### src/rtl/router_pkt_tx.sv
// router_pkt_tx: packet source for the router 1x3 input port.
// Builds header/payload/parity packets and tracks router parity errors.
module router_pkt_tx #(
    parameter int GAP_CYCLES = 2,
    parameter int ERR_WIN    = 4
) (
    input  logic       clock,
    input  logic       reset,
    input  logic       start,
    input  logic [1:0] dest_addr,
    input  logic [5:0] pay_len,
    output logic       start_ready,
    output logic       req_reject,
    input  logic [7:0] pld_data,
    input  logic       pld_valid,
    output logic       pld_ready,
    input  logic       busy,
    input  logic       err,
    output logic [7:0] pkt_data,
    output logic       pkt_valid,
    output logic       pkt_done,
    output logic       underrun,
    output logic [7:0] err_cnt
);

    typedef enum logic [2:0] {
        IDLE,
        HEADER,
        PAYLOAD,
        PARITY,
        ERRWIN,
        GAP
    } state_t;

    localparam logic [3:0] WIN_LAST = 4'(ERR_WIN - 1);
    localparam logic [3:0] GAP_LAST = 4'(GAP_CYCLES - 1);

    state_t     state;
    state_t     state_nx;
    logic [5:0] len_q;
    logic [1:0] addr_q;
    logic [5:0] cnt_q;
    logic [7:0] par_q;
    logic [3:0] tmr_q;
    logic       err_seen;
    logic       req_ok;
    logic [7:0] header;

    assign req_ok      = (dest_addr != 2'd3) && (pay_len != 6'd0);
    assign header      = {len_q, addr_q};
    assign start_ready = (state == IDLE);
    assign pkt_valid   = (state == HEADER) || (state == PAYLOAD);
    assign pld_ready   = (state == PAYLOAD) && pld_valid && !busy;

    // Byte presented to the router; a starved payload slot sends zero
    always_comb begin
        pkt_data = 8'h00;
        case (state)
            HEADER:  pkt_data = header;
            PAYLOAD: pkt_data = pld_valid ? pld_data : 8'h00;
            PARITY:  pkt_data = par_q;
            default: pkt_data = 8'h00;
        endcase
    end

    // State register
    always_ff @(posedge clock) begin
        if (reset) state <= IDLE;
        else       state <= state_nx;
    end

    // Next-state logic; byte states only advance when busy is low
    always_comb begin
        state_nx = state;
        case (state)
            IDLE:    if (start && req_ok) state_nx = HEADER;
            HEADER:  if (!busy) state_nx = PAYLOAD;
            PAYLOAD: if (!busy && cnt_q == 6'd1) state_nx = PARITY;
            PARITY:  if (!busy) state_nx = ERRWIN;
            ERRWIN:  if (tmr_q == WIN_LAST) state_nx = GAP;
            GAP:     if (tmr_q == GAP_LAST) state_nx = IDLE;
            default: state_nx = IDLE;
        endcase
    end

    // Datapath: request latch, byte counter, parity, timers, status flags
    always_ff @(posedge clock) begin
        if (reset) begin
            len_q      <= '0;
            addr_q     <= '0;
            cnt_q      <= '0;
            par_q      <= '0;
            tmr_q      <= '0;
            err_seen   <= 1'b0;
            req_reject <= 1'b0;
            pkt_done   <= 1'b0;
            underrun   <= 1'b0;
            err_cnt    <= '0;
        end else begin
            req_reject <= (state == IDLE) && start && !req_ok;
            pkt_done   <= (state == PARITY) && !busy;
            case (state)
                IDLE: begin
                    if (start && req_ok) begin
                        len_q    <= pay_len;
                        addr_q   <= dest_addr;
                        underrun <= 1'b0;
                    end
                end
                HEADER: begin
                    if (!busy) begin
                        par_q <= header;
                        cnt_q <= len_q;
                    end
                end
                PAYLOAD: begin
                    if (!busy) begin
                        cnt_q <= cnt_q - 6'd1;
                        par_q <= par_q ^ pkt_data;
                        if (!pld_valid) underrun <= 1'b1;
                    end
                end
                PARITY: begin
                    if (!busy) begin
                        tmr_q    <= '0;
                        err_seen <= 1'b0;
                    end
                end
                ERRWIN: begin
                    if (err && !err_seen) begin
                        err_seen <= 1'b1;
                        if (err_cnt != 8'hFF) err_cnt <= err_cnt + 8'd1;
                    end
                    tmr_q <= (tmr_q == WIN_LAST) ? 4'd0 : tmr_q + 4'd1;
                end
                GAP: begin
                    tmr_q <= tmr_q + 4'd1;
                end
                default: ;
            endcase
        end
    end

endmodule

### config.mk
export PLATFORM = sky130hd
export DESIGN_NAME = router_pkt_tx
export DESIGN_NICKNAME = d
export VERILOG_FILES = /design/src/rtl/router_pkt_tx.sv
export SDC_FILE = /design/constraint.sdc
export NUM_CORES = 1
export LEC_CHECK = 0
export CAP_MARGIN = 10
export CORE_UTILIZATION = 23
export DETAILED_ROUTE_END_ITERATION = 8
export GPL_TIMING_DRIVEN = 0
export SETUP_SLACK_MARGIN = 0.1
export SKIP_LAST_GASP = 1
export SYNTH_ARGS = -nofsm -noshare
export SYNTH_HDL_FRONTEND = slang
export SYNTH_SLANG_ARGS = --single-unit
### constraint.sdc
create_clock -name clock -period 2 [get_ports clock]
set_input_delay 0.5 -clock clock [delete_from_list [all_inputs] [get_ports clock]]
set_output_delay 0.5 -clock clock [all_outputs]
set_load 0.02 [all_outputs]
# After elaboration in Yosys (flattened, before gate mapping)
# Index checks and enable logic that the tools add are counted.
op_classes:
  addsub: 3
  multipliers: 0
  div_mod_pow: 0
  magnitude_cmp: 0
  eq_ne: 19
  n_shift: 0
  muxes: 25
  bitwise_logic: 1
  n_reduce_logical: 26
op_table:
  columns: ["operator", "n"]
  rows:
  - ["8-bit 2-to-1 mux", 3]
  - ["8-bit one-hot mux with 3 select lines", 1]
  - ["3-bit 2-to-1 mux", 6]
  - ["3-bit one-hot mux with 6 select lines", 1]
  - ["2-bit != test, second input constant", 8]
  - ["8-bit one-hot mux with 2 select lines", 1]
  - ["6-bit 2-to-1 mux", 2]
  - ["4-bit one-hot mux with 3 select lines", 1]
  - ["6-bit one-hot mux with 2 select lines", 1]
  - ["1-bit logical AND", 9]
  - ["3-bit AND reduction", 3]
  - ["8-bit by 1-bit adder with 8-bit output, second input constant", 1]
  - ["4-bit 2-to-1 mux", 2]
  - ["8-bit != test, second input constant", 1]
  - ["8-bit bitwise XOR", 1]
  - ["3-bit by 2-bit equality test with 1-bit output, second input constant", 2]
  - ["3-bit equality test, second input constant", 2]
  - ["6-bit by 1-bit equality test with 1-bit output, second input constant", 1]
  - ["6-bit AND reduction", 1]
  - ["2-bit nonzero test", 3]
  - ["6-bit nonzero test", 1]
  - ["6-bit by 1-bit subtractor with 6-bit output, second input constant", 1]
  - ["1-bit 2-to-1 mux", 5]
  - ["4-bit by 1-bit adder with 4-bit output, second input constant", 1]
  - ["other kinds (11)", 16]
word_totals:
  ff_bits: 41
  latchBits: 0
  ram_bits: 0
  mem_bits_ro: 0
  elab_cells: 85
  mem_count: 0

# Logic depth before layout (Yosys ltp)
depth:
  depth_word: 5
  ltp_mapped: 7
  ltp_nobuf: 5

# Worst setup path after synthesis
# Ideal clock, no wire load.
synth_timing:
  path_kind: "register to output"
  startpoint: "reg state[0]"
  endpoint: "out pkt_data[2]"
  t_arrival_ps: 1480
  required_ps: 1500
  setup_slack_ps: 20
  stages_incl_launch_ff: 7
  n_path_buf: 2
  path_cell_list: "dfxtp_1 > clkbuf_2 > buf_2 > inv_1 > nor3_1 > a22oi_1 > nand2_1"
synth_via:
  elab_chain_len: 2
  word_cells_on_any_way: 4
  cone_classes: "eq/ne (3); mux (1)"
synth_lines:
  columns: ["element", "line_no", "rtl"]
  rows:
  - ["start: declaration", "38", "state_t state;"]
  - ["start signal: assignment", "69", "else state <= state_nx;"]
  - ["3-bit by 2-bit equality test with 1-bit output or 3-bit by 1-bit equality test with 1-bit output (tied branches)", "58", "case (state)"]
  - ["8-bit one-hot mux with 3 select lines (*)", "58", null]
  - ["end: declaration", "19", "output logic [7:0] pkt_data,"]
# Every way passes the cells marked *; elsewhere a longest branch is shown, timed or not.

# Worst setup path after layout
layout_timing:
  startpoint: "reg state[1]"
  endpoint: "out pkt_data[3]"
# The elaborated chain is that of the path after synthesis.

==> impl_metrics.ini <==
[clocking]
htreeDepth = 2
cts_buffers = 5
cts_hold_buf = 0
cts_tree = done
path_clk_slew_ns = 0.07
cts_root_buf = clkbuf_8
clk_latency_ns = 0.30
cts_buffer_depth = 2
clock_sinks = 41

[global_routing]
grt_pass1_vias = 2461
grt_max_degree = 13
grt_pass1_wl_microns = 11900
antenna_found_initial = 0
overflow = 0
grtUsageTotal_pct = 14.7

[job]
max-cap-violations = 0

[placed_design]
place_ws_ns = -0.948
dp_cells = 471
portBuffers = 43
dp_hpwl_microns = 5000
place_congestion = 0.826

[final_layout]
insertedDiodeCount = 0
final_common_cell = dfxtp_1
fillerInstances = 1045
drive_above_1_share_pct = 27.2
final_cell_mix = dfxtp_1, nand2_1, a21oi_1
area_growth_pct = 47.6
final_cells = 497
num-nets-final = 390

[yosys]
ys_seq_elements = 41
yosysWarnings = 0
yosys.area.top_type = dfxtp_1
syn_inst = 295
ys_types = 50
syn_avg_cell_area_sq_um = 7.83
synth_edf_count = 0
async_reset_ff_share_pct = 0
synth-seq-area-share_pct = 35.5
synth_top_area_share_pct = 35.5
ys.flop_type = dfxtp_1
synthesis.area_sq_mm = 0.00231
syn_nets = 322
synth_area_leaders = dfxtp_1, nand2_1, a21oi_1

[timing]
slew_viol_final = 0
fmax_mhz = 481
timing.final.ws_setup_ns = -0.0778
rsz0062_at_grt = yes
clock_skew_ns = 0.0119
finalCritPeriodShare_pct = 104
worst_slew_margin_rel_pct = 57.8
finalHoldViolCount = 0
fin_tns_setup_ns = -0.579
period_minus_slack_ns = 2.08
setup_viol = 9
tightestPinTransition_ns = 0.632

[die]
core-area_sq_mm = 0.00977
placementRows = 36
die-area_sq_mm = 0.0105
fp.dieW_microns = 102
ios = 44
die_h_microns = 102
initial_core_util_pct = 23.6

[worst_setup_path]
cp_max_fo = 7
cp.required_ns = 1.50
crit_path_end_kind = primary output
r2r-start = state[0]
cp.arrival_ns = 1.58
critPathKind = flip-flop to primary output
start_kind = flip-flop
cp-startpoint = state[1]

[hold_path]
min_from = err_seen
hold_path_class = flip-flop to flip-flop

[outcome]
violations = negative setup slack
status = finished with violations

[power_and_ir_drop]
peakVddDrop_mv = 0.293
p_leak_nw = 1.31
powerDensity_mw_per_mm2 = 616

[route]
vias = 2502
routedWlPerCell_microns = 14.8
via_per_inst = 5.03
ant_nets = 0
routed_wl_microns = 7350
drt_first_pass_iters = 4
drc = 0
drtIter0Drc = 86
-- power by group --
| part | switching, mW | internal, mW |
|---|---|---|
| combinational | 0.256 | 0.241 |
| sequential | 0.0397 | 0.855 |
| clock | 0.302 | 0.408 |
-- per-stage QoR --
step                power [mW]  util [%]  area (sq um)  hold slack, ns
detailed placement        1.30      29.8          2910           0.454
finish                    2.10      34.9          3410           0.461
CTS                       2.08      33.9          3310           0.465
global placement          1.29      29.8          2910           0.447
floorplan                 1.14         -          2320           0.437
global route              2.20      34.9          3410           0.487
-- cell families (layout without fill, tap and decap cells) --
family	Yosys count	count (layout)	share of synthesized area [%]
xor+xnor	3	3	1.14
fa+ha+maj	5	5	2.71
compound gates	87	87	25.0
flops	41	41	35.5
buf+inv	24	93	4.22
simple gates	127	127	27.9
mux	8	8	3.52
-- sequential cells by signal (all words and copies together) (netlist names) --
signal	cells
err_cnt	8
par_q	8
cnt_q	6
len_q	6
tmr_q	4
state	3
addr_q	2
err_seen	1
pkt_done	1
req_reject	1
underrun	1
-- path summary, 6_finish.rpt --
kind                 end  slack (ns)  cells past startpoint
min             err_seen        0.46                      2
max reg2reg   err_cnt[5]        0.20                      8
min reg2reg     err_seen        0.46                      2
max          pkt_data[3]       -0.08                      7
-- cells in the mapped netlist, drive strengths merged, types with 4 or more instances --
master  number
a22oi        9
dfxtp       41
ha           5
nand3       13
o21ai       10
nand4        4
buf          7
inv          6
a211oi       9
mux2i        7
o31ai        5
clkbuf      11
nor2        25
nor3         4
a21oi       31
or4          7
o22ai        4
nand2b       7
nand2       46
or3          4
-- per-layer routing --
metal	GRT usage, %	wire (microns)	part of all wire, %
met3	2.67	385	5.2
met1	18.6	3360	46
met5	0	0	0
met2	25.3	3470	47
met4	4.51	127	1.7
-- timing repair --
action / in CTS / in global routing
setup endpoints to repair: 30 / 28
pin swaps: 13 / 6
buffers inserted: 16 / 3
resized for setup: 130 / 26
-- final cells by class --
type	instances	area [sq um]	area share [%]
Multi-Input combinational cell	230	1530	45.0
Sequential cell	41	823	24.1
Timing Repair Buffer	62	588	17.2
Tap cell	133	166	4.88
Buffer	17	156	4.58
Clock buffer	7	86.3	2.53
Clock inverter	1	30.0	0.880
Inverter	6	27.5	0.807
-- critical path, stage by stage, from the launching register on --
cell and delay, ns:
dfxtp_1 0.33, buf_6 0.12, nor3b_4 0.30, and2_4 0.21, buf_8 0.12, nand2_2 0.05
nand2_2 0.06, buf_6 0.11
(Power assumes the default switching activity.)
